File: src/rtl/ring_pkg.sv
// Shared packet layout, register address codes and widths for the ring node NIC.
// Packet bit 63 carries the virtual-channel (VC) bit.
package ring_pkg;

  localparam int PKT_W = 64;

  // Packet field positions.
  localparam int VC_BIT     = 63;
  localparam int DIR_BIT    = 62;
  localparam int HOP_HI     = 55;
  localparam int HOP_LO     = 48;
  localparam int SRC_HI     = 47;
  localparam int SRC_LO     = 32;
  localparam int PAYLOAD_HI = 31;
  localparam int PAYLOAD_LO = 0;

  typedef logic [PKT_W-1:0] pkt_t;

  typedef enum logic [1:0] {
    ADDR_IN_DATA  = 2'b00,
    ADDR_IN_STAT  = 2'b01,
    ADDR_OUT_DATA = 2'b10,
    ADDR_OUT_STAT = 2'b11
  } addr_e;

  function automatic logic vc_of(input pkt_t p);
    return p[VC_BIT];
  endfunction

endpackage

File: src/rtl/ring_nic_fifo.sv
// DEPTH x W packet FIFO. Push is ignored when full and pop is ignored when empty,
// both judged on the state before the edge; simultaneous push and pop are both honoured.
module ring_nic_fifo #(
  parameter int DEPTH = 2,
  parameter int W     = 64
) (
  input  logic         clk,
  input  logic         reset,
  input  logic         push_i,
  input  logic [W-1:0] din_i,
  input  logic         pop_i,
  output logic         full_o,
  output logic         empty_o,
  output logic [W-1:0] head_o
);

  localparam int AW = $clog2(DEPTH);
  localparam logic [AW:0] FULL_CNT = (AW+1)'(DEPTH);

  // One extra pointer bit so occupancy wraps modulo 2*DEPTH.
  logic [AW:0]  wr_q, wr_d, rd_q, rd_d;
  logic [AW:0]  count;
  logic         do_push, do_pop;
  logic [W-1:0] mem_q [DEPTH];

  assign count   = wr_q - rd_q;
  assign full_o  = (count == FULL_CNT);
  assign empty_o = (wr_q == rd_q);
  assign head_o  = mem_q[rd_q[AW-1:0]];

  assign do_push = push_i & ~full_o;
  assign do_pop  = pop_i & ~empty_o;

  always_comb begin
    wr_d = wr_q;
    rd_d = rd_q;
    if (do_push) wr_d = wr_q + 1'b1;
    if (do_pop)  rd_d = rd_q + 1'b1;
  end

  always_ff @(posedge clk) begin
    if (reset) begin
      wr_q <= '0;
      rd_q <= '0;
    end else begin
      wr_q <= wr_d;
      rd_q <= rd_d;
    end
  end

  // NOTE: storage is deliberately not reset; empty pointers make stale contents unreachable.
  always_ff @(posedge clk) begin
    if (do_push) mem_q[wr_q[AW-1:0]] <= din_i;
  end

endmodule

File: src/rtl/ring_nic.sv
// PE-side ring node interface: processor register port, output FIFO injecting into the router,
// input FIFO ejecting from it. Optional saturating statistics under `ifdef RING_NIC_STATS_EN.
module ring_nic
  import ring_pkg::*;
#(
  parameter int DEPTH = 2,
  parameter int CNT_W = 16
) (
  input  logic             clk,
  input  logic             reset,
  input  logic [1:0]       addr,
  input  logic [PKT_W-1:0] d_in,
  input  logic             nicEn,
  input  logic             nicWrEn,
  output logic [PKT_W-1:0] d_out,
  output logic             net_si,
  input  logic             net_ri,
  output logic [PKT_W-1:0] net_di,
  input  logic             net_so,
  output logic             net_ro,
  input  logic [PKT_W-1:0] net_do,
  input  logic             net_polarity
);

  logic rd_en, wr_en;
  logic wr_out, rd_in;
  logic out_full, out_empty, in_full, in_empty;
  pkt_t out_head, in_head;

  assign rd_en  = nicEn & ~nicWrEn;
  assign wr_en  = nicEn & nicWrEn;
  assign wr_out = wr_en & (addr_e'(addr) == ADDR_OUT_DATA);
  assign rd_in  = rd_en & (addr_e'(addr) == ADDR_IN_DATA);

  // A head whose VC bit disagrees with the ring polarity waits for the next cycle.
  assign net_si = ~reset & ~out_empty & (vc_of(out_head) == net_polarity);
  assign net_di = (reset | out_empty) ? '0 : out_head;
  assign net_ro = ~reset & ~in_full;

  ring_nic_fifo #(.DEPTH(DEPTH), .W(PKT_W)) u_out_fifo (
    .clk     (clk),
    .reset   (reset),
    .push_i  (wr_out),
    .din_i   (d_in),
    .pop_i   (net_si & net_ri),
    .full_o  (out_full),
    .empty_o (out_empty),
    .head_o  (out_head)
  );

  ring_nic_fifo #(.DEPTH(DEPTH), .W(PKT_W)) u_in_fifo (
    .clk     (clk),
    .reset   (reset),
    .push_i  (net_so & net_ro),
    .din_i   (net_do),
    .pop_i   (rd_in),
    .full_o  (in_full),
    .empty_o (in_empty),
    .head_o  (in_head)
  );

`ifdef RING_NIC_STATS_EN
  logic [CNT_W-1:0] tx_q, tx_d, rx_q, rx_d, drop_q, drop_d;

  function automatic logic [CNT_W-1:0] sat_inc(input logic [CNT_W-1:0] c, input logic en);
    return (en && c != '1) ? c + 1'b1 : c;
  endfunction

  always_comb begin
    tx_d   = sat_inc(tx_q, net_si & net_ri);
    rx_d   = sat_inc(rx_q, net_so & net_ro);
    drop_d = sat_inc(drop_q, wr_out & out_full);
  end

  // NOTE: sequential state uses non-blocking assignments so all registers update together.
  always_ff @(posedge clk) begin
    if (reset) begin
      tx_q   <= '0;
      rx_q   <= '0;
      drop_q <= '0;
    end else begin
      tx_q   <= tx_d;
      rx_q   <= rx_d;
      drop_q <= drop_d;
    end
  end
`endif

  // NOTE: every path starts from a zero default, so no latch is inferred.
  always_comb begin
    d_out = '0;
    if (~reset && rd_en) begin
      unique case (addr_e'(addr))
        ADDR_IN_DATA:  d_out = in_empty ? '0 : in_head;
        ADDR_IN_STAT: begin
          d_out[0] = ~in_empty;
`ifdef RING_NIC_STATS_EN
          d_out[63:48] = 16'(rx_q);
          d_out[47:32] = 16'(drop_q);
`endif
        end
        ADDR_OUT_STAT: begin
          d_out[0] = out_full;
`ifdef RING_NIC_STATS_EN
          d_out[63:48] = 16'(tx_q);
`endif
        end
        default:       d_out = '0;
      endcase
    end
  end

endmodule

File: config.mk
export PLATFORM = sky130hd
export DESIGN_NAME = ring_nic
export DESIGN_NICKNAME = d
export VERILOG_FILES = /design/src/rtl/ring_pkg.sv /design/src/rtl/ring_nic_fifo.sv /design/src/rtl/ring_nic.sv
export SDC_FILE = /design/constraint.sdc
export NUM_CORES = 1
export LEC_CHECK = 0
export CAP_MARGIN = 10
export CORE_MARGIN = 2
export CORE_UTILIZATION = 53
export DETAILED_ROUTE_END_ITERATION = 8
export PLACE_DENSITY = 0.85
export SLEW_MARGIN = 20
export SYNTH_ARGS = -nofsm -noshare
export SYNTH_HDL_FRONTEND = slang
export SYNTH_HIERARCHICAL = 1
export SYNTH_SLANG_ARGS = --single-unit
File: constraint.sdc
create_clock -name clk -period 8.9 [get_ports clk]
set_input_delay 1.335 -clock clk [delete_from_list [all_inputs] [get_ports clk]]
set_output_delay 1.335 -clock clk [all_outputs]
set_load 0.05 [all_outputs]
Word level (Yosys, flattened, before mapping)
Memory sizes are Yosys's and may differ from the RTL's. A register that Yosys moved wholly into a read port is not among the register bits. Index checks and enable logic that the tools add are counted.

Add/sub/neg operators: 6. Eq/ne operators: 8. Muxes and demuxes: 13. Bitwise operators: 20. Reduce and logical (&&, ||, !) cells: 2.

Operator list (count): 2-to-1 mux 64 bit (3); 2-to-1 mux 63 bit (1); bitwise AND 1 bit (13); adder 2 x 1 -> 2 bit (second input constant) (4); equality test 2 bit (second input constant) (4); 2-to-1 mux 1 bit (8); inverter 1 bit (6); equality test 2 bit (2); subtractor 2 bit (2); one-hot mux 1 bit (3 select lines) (1); equality test 2 x 1 -> 1 bit (second input constant) (1); logical NOT 2 bit (1); equality test 1 bit (1); logical AND 1 bit (1); bitwise OR 1 bit (1).

Bits in registers: 8. Memory bits (writable): 256. Input port bits: 137. Output and inout port bits: 130. Logic and storage cells: 55. Memories: 2.

Memories: u_in_fifo.mem_q (depth 2, width 64, read ports 1, clocked after memory_dff 1, write ports 1, RTL line ring_nic_fifo.sv:24) `logic [W-1:0] mem_q [DEPTH];`; u_out_fifo.mem_q (depth 2, width 64, read ports 1, clocked after memory_dff 1, write ports 1, RTL line ring_nic_fifo.sv:24).

Depth between registers and ports, before layout
Word-level depth: 8. Depth in mapped cells: 9. Gate-level depth less buffers: 7.

Cells and area by module
Netlist, hierarchy kept.

By module, submodules not included: ring_nic_fifo (times used 2, cells each 232, area an instance 4883.4 um2, seq. area each 3943.8 um2); ring_nic (times used 1, cells each 153, area an instance 1014.7 um2, seq. area each 0.0 um2).

Least setup slack after synthesis
OpenSTA, ideal clock, no wires.

Path type: input port to flip-flop. Start: in reset. End: mem u_in_fifo.mem_q[1][0] (enable). Library setup time: 507 ps. Data arrival time: 5565 ps. Required time: 8393 ps. Slack: 2828 ps. Cell stages on the path: 4. Buffers on the path: 0. Cell sequence: nor2_1 and2_1 nand2_1 a21oi_1.

Word-level cells in the longest chain between the ends: 6.

Ends and longest elaborated chain: start: declaration (RTL line ring_nic.sv:10) `input logic reset,`; inverter 1 bit (RTL line ring_nic.sv:38) `assign net_ro = ~reset & ~in_full;`; bitwise AND 1 bit (RTL line ring_nic.sv:38); bitwise AND 1 bit (RTL line ring_nic.sv:54) `.push_i (net_so & net_ro),`; bitwise AND 1 bit (RTL line ring_nic_fifo.sv:31) `assign do_push = push_i & ~full_o;`; 2-to-1 mux 1 bit (RTL line ring_nic_fifo.sv:53) `if (do_push) mem_q[wr_q[AW-1:0]] <= din_i;`; 2-to-1 mux 1 bit (not written as such) (RTL line ring_nic_fifo.sv:53); end: declaration (RTL line ring_nic_fifo.sv:24).

Every way passes these cells.

Worst setup path in the final report
Start: in reset. End: out d_out[31].

Word-level cells in the longest chain between the ends: 3.

Ends and longest elaborated chain: inverter 1 bit (RTL line ring_nic.sv:92) `if (~reset && rd_en) begin`; logical AND 1 bit (RTL line ring_nic.sv:92); 2-to-1 mux 64 bit (RTL line ring_nic.sv:92); end: declaration (RTL line ring_nic.sv:15) `output logic [PKT_W-1:0] d_out,`.

Every way passes these cells.

==> metrics <==
Syn Nets=754; Setup Viol. Count Final=0; area grow syn2layout=34.49%; Avg Vias per Cell=slightly above 5; Post-synth EDFFs=256; setup repair bufs after CTS=0; post-route minimum period=~5.6 ns; Arr. time, crit path=4.23 ns; PwrDens=177.8 mW/mm²; Worst Skew=0.008364 ns; setup tns final=0 ns; die boundary height=~150 µm; Crit. Startpoint=reset; Post-DP Area=0.01373 mm²; I/O pins=about 270; CTS sink cnt=266; Worst path slowest cell=clkdlybuf4s50_1; n_diodes=0; Pre-antenna DRT Iters=4; # rows=52; Fin Hold WS=0.5729 ns; Least-Margin Pin Slew=approximately 0.9 ns; dpl ws=3.299 ns; GRT overflow=0; gp weighted congestion=0.8002; CTS Hold Bufs=0; chip width=146.6 µm; Avg WL per Cell=19.09 µm; critical path required time=approximately 7.6 ns; Initial Utilization=0.5363; H-tree Lvls=1; global-route usage over all layers=0.2072; yosys synthesis warning count=6; via count=6059; crit-path max cell delay=0.82 ns; Final ANT Viol Nets=0; synthesized cell area=about 0.011 mm²; clock root cell=clkbuf_16; CTS buffer count=27; fill count=between 1000 and 1500; Post-synth top flop=edfxtp_1; critical path cell sequence=clkdlybuf4s50_1 > or3b_4 > nor4_4 > buf_4 > and2_2 > clkdlybuf4s50_1; CP Max Fanout=slightly above 60; worst vdd rail ir drop=182.5 µV; first-pass GRT wire length=35030 µm; syn_area_per_cell=17.47 µm²; Setup crit start kind=primary input; status=finished clean; Worst-Skew Late Latency=roughly 0.52 ns; RSZ-0062 raised after global routing=false; Final Net Count=approximately 1000; worst setup margin=3.338 ns; synthesized flop and latch total=266; Total Routed Length=22510 µm; cells after synthesis=617; Reg2Reg Launch Point=u_in_fifo/rd_q[0]; DRC Markers=0; Max Clk Rate=between 0.15 and 0.2 GHz; slew margin rel.=0.4063; post-synthesis sequential area ratio=0.7316; largest net degree at the start of global routing=65; hold_sp=u_in_fifo/wr_q[1]; Crit Path Class=primary input to output pin; clock slew at reported path FFs=approximately 0.060 ns; LEAKAGE=4.867 nW; MaxCap Viol Count=0; Worst path top cell family by delay=buffers and inverters; CTS tree=built; DR iter-0 viols=399; Final Hold Viols=0; layout cells sized above 1=0.2574; distinct cell type count after synthesis=28; post-route cell area=between 0.01 and 0.015 mm²; vias in the first global route=6452; Async SR Flop Fraction=0; core area=about 0.020 mm²; CTS resizes=0; Total Die Area=0.02150 mm²; period utilization=0.6250; initial antenna violation count=0; PortBufs=266; Setup crit end kind=output pin; Clock Path Buffers=3; detailed-placement wirelength estimate=14070 µm; worst hold-check path type=flop to flop; worst path bufs/invs=3; max-slew violations=0; CP most frequent cell=clkdlybuf4s50_1; Final Core Density=0.7212
## routing by layer
metal / vias to the layer above / routed length [µm] / part of all wire / global-route usage
li1: 2844 / - / - / -
met1: 2939 / 8906 / 0.40 / 0.2646
met2: 246 / 10770 / 0.48 / 0.3448
met3: 30 / 2518 / 0.11 / 0.07563
met4: 0 / 317 / 0.014 / 0.04126
met5: - / 0 / 0 / 0
## placed cells by master (no fill, tap or decap), types with 2 or more instances in the layout
cell type          n
nand2_1            8
clkbuf_1           5
nand4b_1           2
a311oi_1           4
xnor2_2            2
xor2_1             5
and2_2            50
nor2_1            14
dfxtp_2            2
dfxtp_1            8
nand4_1            2
mux2_2           128
clkinv_2           6
clkbuf_16         27
inv_1              2
edfxtp_1         256
a311oi_2           2
o21bai_1           2
a21oi_1            5
and2_1            79
buf_4              8
mux2i_1            4
clkdlybuf4s50_1  266
clkinv_1           9
o211a_2            2
a21oi_4            2
## logic make-up after synthesis
logic type	synth area share
AOI/OAI and AO/OA	0.01300
xor gates and xnor gates	0.007079
buffers and inverters	0.01369
DFF	0.7316
muxes	0.1374
and+or+nand+nor	0.09725
## worst min-delay path, cell delays in order (launching register included)
cell and delay (ns):
dfxtp_1 0.37, nand4_1 0.09, a21oi_1 0.06
## cell usage after synthesis (all sizes together) (4+ instances only)
cell type  count  area share
nand2          8      0.0028
buf           16      0.0074
xor2           5      0.0041
and2         129       0.081
mux2         128        0.13
nor2          15      0.0052
clkbuf        14      0.0056
edfxtp       256        0.71
mux2i          4      0.0037
a21oi          7      0.0032
dfxtp         10       0.019
a311oi         6      0.0060
## worst paths after layout
check,cells past startpoint,end,slack (ns)
worst max-delay path,6,d_out[31],3.34
worst min-delay path,2,u_in_fifo/rd_q[1],0.57
worst max register to register,7,u_in_fifo/mem_q[1][30],6.28
worst min register to register,2,u_in_fifo/rd_q[1],0.57
## cell type report
| cell class | count | area [µm²] | share of cell area |
|---|---|---|---|
| flip-flops and latches | 266 | 7890 | 0.5441 |
| multi-input cells | 319 | 2776 | 0.1915 |
| repair buffers | 274 | 2723 | 0.1878 |
| clock buffers | 32 | 694.4 | 0.04789 |
| well taps | 270 | 337.8 | 0.02330 |
| clock inverters | 16 | 71.32 | 0.004918 |
| inverters | 2 | 7.507 | 0.0005177 |
## through the flow
step | power (mW) | std cells
floorplan | 1.513 | 617
global placement | 1.604 | 1131
detailed placement | 1.610 | 1131
CTS | 2.604 | 1179
global route | 2.661 | 1179
finish | 2.578 | 1179
## flip-flops by register name (all words and copies together), names as in the netlist, named ones only
signal            flops
u_out_fifo/wr_q       2
u_out_fifo/mem_q    128
u_in_fifo/mem_q     128
u_in_fifo/rd_q        2
u_in_fifo/wr_q        2
u_out_fifo/rd_q       2
## report_power, final
| part | leakage [nW] | internal [mW] | switching, mW | total [mW] |
|---|---|---|---|---|
| Clock | 0.376 | 0.552 | 0.442 | 0.994 |
| Combinational | 2.08 | 0.0916 | 0.0793 | 0.171 |
| Sequential | 2.41 | 1.41 | 0.00816 | 1.41 |
Note: power is estimated with default switching activity, not from simulation.
